$ cat config.mk
export PLATFORM = sky130hd
export DESIGN_NAME = sonar_varredura_uc
export DESIGN_NICKNAME = d
export VERILOG_FILES = /design/src/rtl/sonar_varredura_uc.sv
export SDC_FILE = /design/constraint.sdc
export NUM_CORES = 1
export LEC_CHECK = 0
export ABC_CLOCK_PERIOD_IN_PS = 2350
export CAP_MARGIN = 20
export CORE_ASPECT_RATIO = 0.6
export CORE_MARGIN = 3
export CORE_UTILIZATION = 51
export CTS_CLUSTER_SIZE = 25
export DETAILED_ROUTE_END_ITERATION = 12
export GPL_TIMING_DRIVEN = 0
export MAX_ROUTING_LAYER = met4
export PLACE_DENSITY_LB_ADDON = 0.25
export SYNTH_ARGS = -nofsm -noshare
export SYNTH_HDL_FRONTEND = slang
export SYNTH_SLANG_ARGS = --single-unit
$ cat constraint.sdc
create_clock -name clock -period 2.35 [get_ports clock]
set_input_delay 0.235 -clock clock [delete_from_list [all_inputs] [get_ports clock]]
set_output_delay 0.235 -clock clock [all_outputs]
set_load 0.03 [all_outputs]
$ cat src/rtl/sonar_varredura_uc.sv
// rtl/sonar_varredura_uc.sv - control unit for a sweeping sonar: measure, transmit frame, wait, move servo
//
// Ports:
//   clock, reset      rising-edge clock, synchronous active-high reset
//   ligar             level enable; sampled only in INICIAL and MOVE
//   fim_medida        pulse: distance measurement finished
//   fim_transmissao   pulse: serial character finished
//   medir             pulse: start a distance measurement
//   transmitir        pulse: start sending character sel_char
//   sel_char          index of the character being sent
//   posicao           servo position index 0..7 (triangle sweep)
//   erro_medida       last measurement timed out
//   pronto            pulse: a full step completed
//   db_estado         current state code for debug display
module sonar_varredura_uc #(
  parameter int INTERVALO = 100000000,
  parameter int NUM_CHARS = 8,
  parameter int TIMEOUT   = 2500000
) (
  input  logic       clock,
  input  logic       reset,
  input  logic       ligar,
  input  logic       fim_medida,
  input  logic       fim_transmissao,
  output logic       medir,
  output logic       transmitir,
  output logic [2:0] sel_char,
  output logic [2:0] posicao,
  output logic       erro_medida,
  output logic       pronto,
  output logic [3:0] db_estado
);

  typedef enum logic [3:0] {
    INICIAL          = 4'h0,
    PREPARA          = 4'h1,
    MEDE             = 4'h2,
    ESPERA_MEDIDA    = 4'h3,
    TRANSMITE        = 4'h4,
    ESPERA_TX        = 4'h5,
    PROXIMO_CHAR     = 4'h6,
    ESPERA_INTERVALO = 4'h7,
    MOVE             = 4'h8,
    FIM              = 4'hF
  } estado_t;

  localparam logic [31:0] INT_LAST  = 32'(INTERVALO - 1);
  localparam logic [31:0] TO_LAST   = 32'(TIMEOUT - 1);
  localparam logic [2:0]  CHAR_LAST = 3'(NUM_CHARS - 1);

  estado_t     estado, proximo;
  logic [31:0] cnt_intervalo;
  logic [31:0] cnt_timeout;
  logic        subindo;

  always_ff @(posedge clock) begin
    if (reset) estado <= INICIAL;
    else       estado <= proximo;
  end

  always_comb begin
    proximo = estado;
    case (estado)
      INICIAL:          if (ligar) proximo = PREPARA;
      PREPARA:          proximo = MEDE;
      MEDE:             proximo = ESPERA_MEDIDA;
      // fim_medida wins over a coincident timeout
      ESPERA_MEDIDA:    if (fim_medida || cnt_timeout == TO_LAST) proximo = TRANSMITE;
      TRANSMITE:        proximo = ESPERA_TX;
      ESPERA_TX:        if (fim_transmissao) proximo = PROXIMO_CHAR;
      PROXIMO_CHAR:     proximo = (sel_char == CHAR_LAST) ? ESPERA_INTERVALO : TRANSMITE;
      ESPERA_INTERVALO: if (cnt_intervalo == INT_LAST) proximo = MOVE;
      MOVE:             proximo = ligar ? PREPARA : FIM;
      FIM:              proximo = INICIAL;
      default:          proximo = INICIAL;
    endcase
  end

  // Pulse outputs are decoded from the next state and registered, so each
  // is high exactly during its one-cycle state.
  always_ff @(posedge clock) begin
    if (reset) begin
      medir         <= 1'b0;
      transmitir    <= 1'b0;
      pronto        <= 1'b0;
      erro_medida   <= 1'b0;
      sel_char      <= 3'd0;
      posicao       <= 3'd0;
      subindo       <= 1'b1;
      cnt_intervalo <= 32'd0;
      cnt_timeout   <= 32'd0;
    end else begin
      medir      <= (proximo == MEDE);
      transmitir <= (proximo == TRANSMITE);
      pronto     <= (proximo == MOVE);
      case (estado)
        PREPARA: begin
          sel_char      <= 3'd0;
          cnt_intervalo <= 32'd0;
          cnt_timeout   <= 32'd0;
          erro_medida   <= 1'b0;
        end
        ESPERA_MEDIDA: begin
          if (fim_medida)                 erro_medida <= 1'b0;
          else if (cnt_timeout == TO_LAST) erro_medida <= 1'b1;
          else                            cnt_timeout <= cnt_timeout + 32'd1;
        end
        PROXIMO_CHAR: begin
          if (sel_char != CHAR_LAST) sel_char <= sel_char + 3'd1;
        end
        ESPERA_INTERVALO: begin
          if (cnt_intervalo == INT_LAST) begin
            // posicao changes on MOVE entry so it is valid alongside pronto
            if (subindo) begin
              if (posicao == 3'd7) begin
                subindo <= 1'b0;
                posicao <= 3'd6;
              end else begin
                posicao <= posicao + 3'd1;
              end
            end else begin
              if (posicao == 3'd0) begin
                subindo <= 1'b1;
                posicao <= 3'd1;
              end else begin
                posicao <= posicao - 3'd1;
              end
            end
          end else begin
            cnt_intervalo <= cnt_intervalo + 32'd1;
          end
        end
        default: ;
      endcase
    end
  end

  assign db_estado = estado;

endmodule

==> results_dict.tcl <==
set metrics [dict create \
    syn2layout_area_growth_pct 20.8 \
    cap_violations 0 \
    p_leak_uw 0.00168 \
    worstPathRequired_ns 2.56 \
    final-hold-violation-count 0 \
    io-pin-count 19 \
    post-route-period-util 1.02 \
    ys.flop_type "dfxtp_1" \
    busiest_layer "met1" \
    grt_usage 0.246 \
    regArea_mm2 0.00159 \
    outcome "finished with violations" \
    fillCellCount 637 \
    critPathKind "flip-flop to flip-flop" \
    fp.dieH_um 75.3 \
    worst_pin_slew_ns 0.692 \
    cts_max_path_buffers 2 \
    syn_inst 505 \
    power_density_mw_per_mm2 599 \
    die_w_um 121 \
    multi_input_area_mm2 0.00252 \
    max_freq_ghz 0.417 \
    globalRoute.totalOverflow 0 \
    wl_mm 11.0 \
    grt_first_pass_wirelength_mm 17.1 \
    h-tree-depth 3 \
    worst_setup_path_start_kind "flip-flop" \
    grt_pass1_vias 3394 \
    yosys_warnings 0 \
    met2_usage 0.335 \
    grt_util_met3 0.0534 \
    ys_ff_latch 79 \
    cts-root-buf "clkbuf_16" \
    clock-sinks 79 \
    antenna_found_initial 0 \
    num_vias 4009 \
    path_max_fanout 10 \
    relSlewSlack 0.535 \
    setup_viol 2 \
    clock_latency_ns 0.33 \
    maxSlewViolCount 0 \
    avgSynthCellArea_um2 8.08 \
    gp_congestion 0.919 \
    start_util 0.544 \
    cts_buffers 9 \
    synth_nets 518 \
    async_reset_ff_frac 0 \
    n_antenna_cell 0 \
    post_drt_wl_per_cell_um 16.8 \
    grt_max_degree 12 \
    min_path_type "flip-flop to flip-flop" \
    place_area_mm2 0.00438 \
    syn-cell-area_mm2 0.00408 \
    holdBufCountCts 0 \
    setup_ws_ns -0.0498 \
    portBuffers 17 \
    ir_drop_mv 0.391 \
    drc 0 \
    end_kind "flip-flop" \
    clk_pin_slew_worst_paths_ns 0.06 \
    via_per_inst 6.15 \
    synth_edf_count 0 \
    final_nets 557 \
    dp_hpwl_mm 7.62 \
    final_area_mm2 0.00493 \
    cts_tree "yes" \
    violations "setup timing" \
    cp.arrival_ns 2.61 \
    place_ws_ns -0.469 \
    skew_ns 0.00491 \
    use_met1 0.366 \
    fin_crit_ns 2.40 \
    core_mm2 0.00751 \
    ant_nets 0 \
    rows 24 \
    rsz0062_at_grt "true" \
    drtIter0Drc 357 \
    drive_above_1_share 0.148 \
    ys_seq_area_frac 0.387 \
    utilization 0.657 \
    firstDrtPassIters 6 \
    fp.dieArea_mm2 0.00915 \
    synth.distinct_cells 55 \
]
## Yosys cell counts (8+ instances only)
cell type  count  share of area
dfxtp_1       79           0.39
nor2_1        65          0.060
nand2_1       47          0.043
nand3_1       30          0.037
a21oi_1       25          0.031
nor4_1        22          0.034
xnor2_1       22          0.047
inv_1         19          0.017
nor3_1        18          0.022
nand4_1       15          0.023
o21ai_0       14          0.017
clkbuf_1      13          0.012
and3_1         8          0.012
ha_1           8          0.025
or3_1          8          0.012
## final timing paths
kind	from	endpoint	slack, ns	cells after the start
worst max-delay path	db_estado[3]	cnt_timeout[23]	-0.05	6
worst min register to register	cnt_timeout[31]	cnt_timeout[31]	0.49	2
worst min-delay path	cnt_timeout[31]	cnt_timeout[31]	0.49	2
worst max register to register	db_estado[3]	cnt_timeout[23]	-0.05	6
## final cells by class
class,count,share of cell area
plain buffers,19,0.0195
well taps,104,0.0264
inverters,19,0.0145
clock inverters,1,0.00102
flip-flops and latches,79,0.322
multi-input cells,387,0.512
clock buffers,14,0.0515
repair buffers,29,0.0528
## power breakdown
part / leakage (µW) / switching (µW) / internal (µW) / total (µW)
clock network: 0.000127 / 510 / 738 / 1250
logic: 0.000918 / 238 / 103 / 341
registers: 0.000640 / 10.3 / 1350 / 1360
## cell usage in the layout, fill, tap and decap left out, drive strengths merged, types with 8 or more instances in the layout
master         instances
a21oi                 25
and3                   8
buf                   18
clkbuf                27
clkdlybuf4s50         17
dfxtp                 79
ha                     8
inv                   19
nand2                 47
nand3                 31
nand4                 15
nor2                  65
nor3                  19
nor4                  25
o21ai                 15
or2                    8
or3                    8
xnor2                 22
## metrics by stage
step                instances  TNS (ns)  power, µW  hold WS [ns]
finish                    652   -0.0507       2950         0.486
global placement          626     -7.54       1700         0.467
global route              652     -1.80       3060         0.498
detailed placement        626     -8.22       1710         0.473
CTS                       645         0       2950         0.487
floorplan                 505         0       1600         0.335
## critical path: stages (launching register included)
cell and delay [ns]:
dfxtp_1 0.40, clkbuf_1 0.34, inv_1 0.18, a31oi_2 0.51, clkbuf_1 0.47, o311ai_0 0.26
o41ai_1 0.12
## flip-flops by register name, indices dropped and copies added (netlist names)
signal         cells
sel_char           3
pronto             1
posicao            3
transmitir         1
erro_medida        1
subindo            1
medir              1
cnt_timeout       32
db_estado          4
cnt_intervalo     32
## kinds of logic after synthesis
logic type	after synthesis	synth area share
flip-flops	79	0.387
AND/OR/NAND/NOR	265	0.345
multiplexers	8	0.0199
adder cells (fa/ha/maj)	8	0.0245
AO/OA/AOI/OAI	77	0.123
XOR/XNOR	29	0.0622
buffers and inverters	39	0.0377
## layer usage
layer,up-vias,wire length [µm]
li1,1914,-
met1,1874,5300
met2,207,4440
met3,14,1130
met4,0,94
met5,-,0
## repair_timing
| item | CTS | global route |
|---|---|---|
| gates resized for setup | 18 | 29 |
| hold endpoints to repair | 0 | 0 |
| endpoints found under the setup margin | 57 | 48 |
| buffers inserted | 5 | 7 |
| pin swaps | 2 | 7 |
No activity file was read; power rests on OpenSTA's default activity.
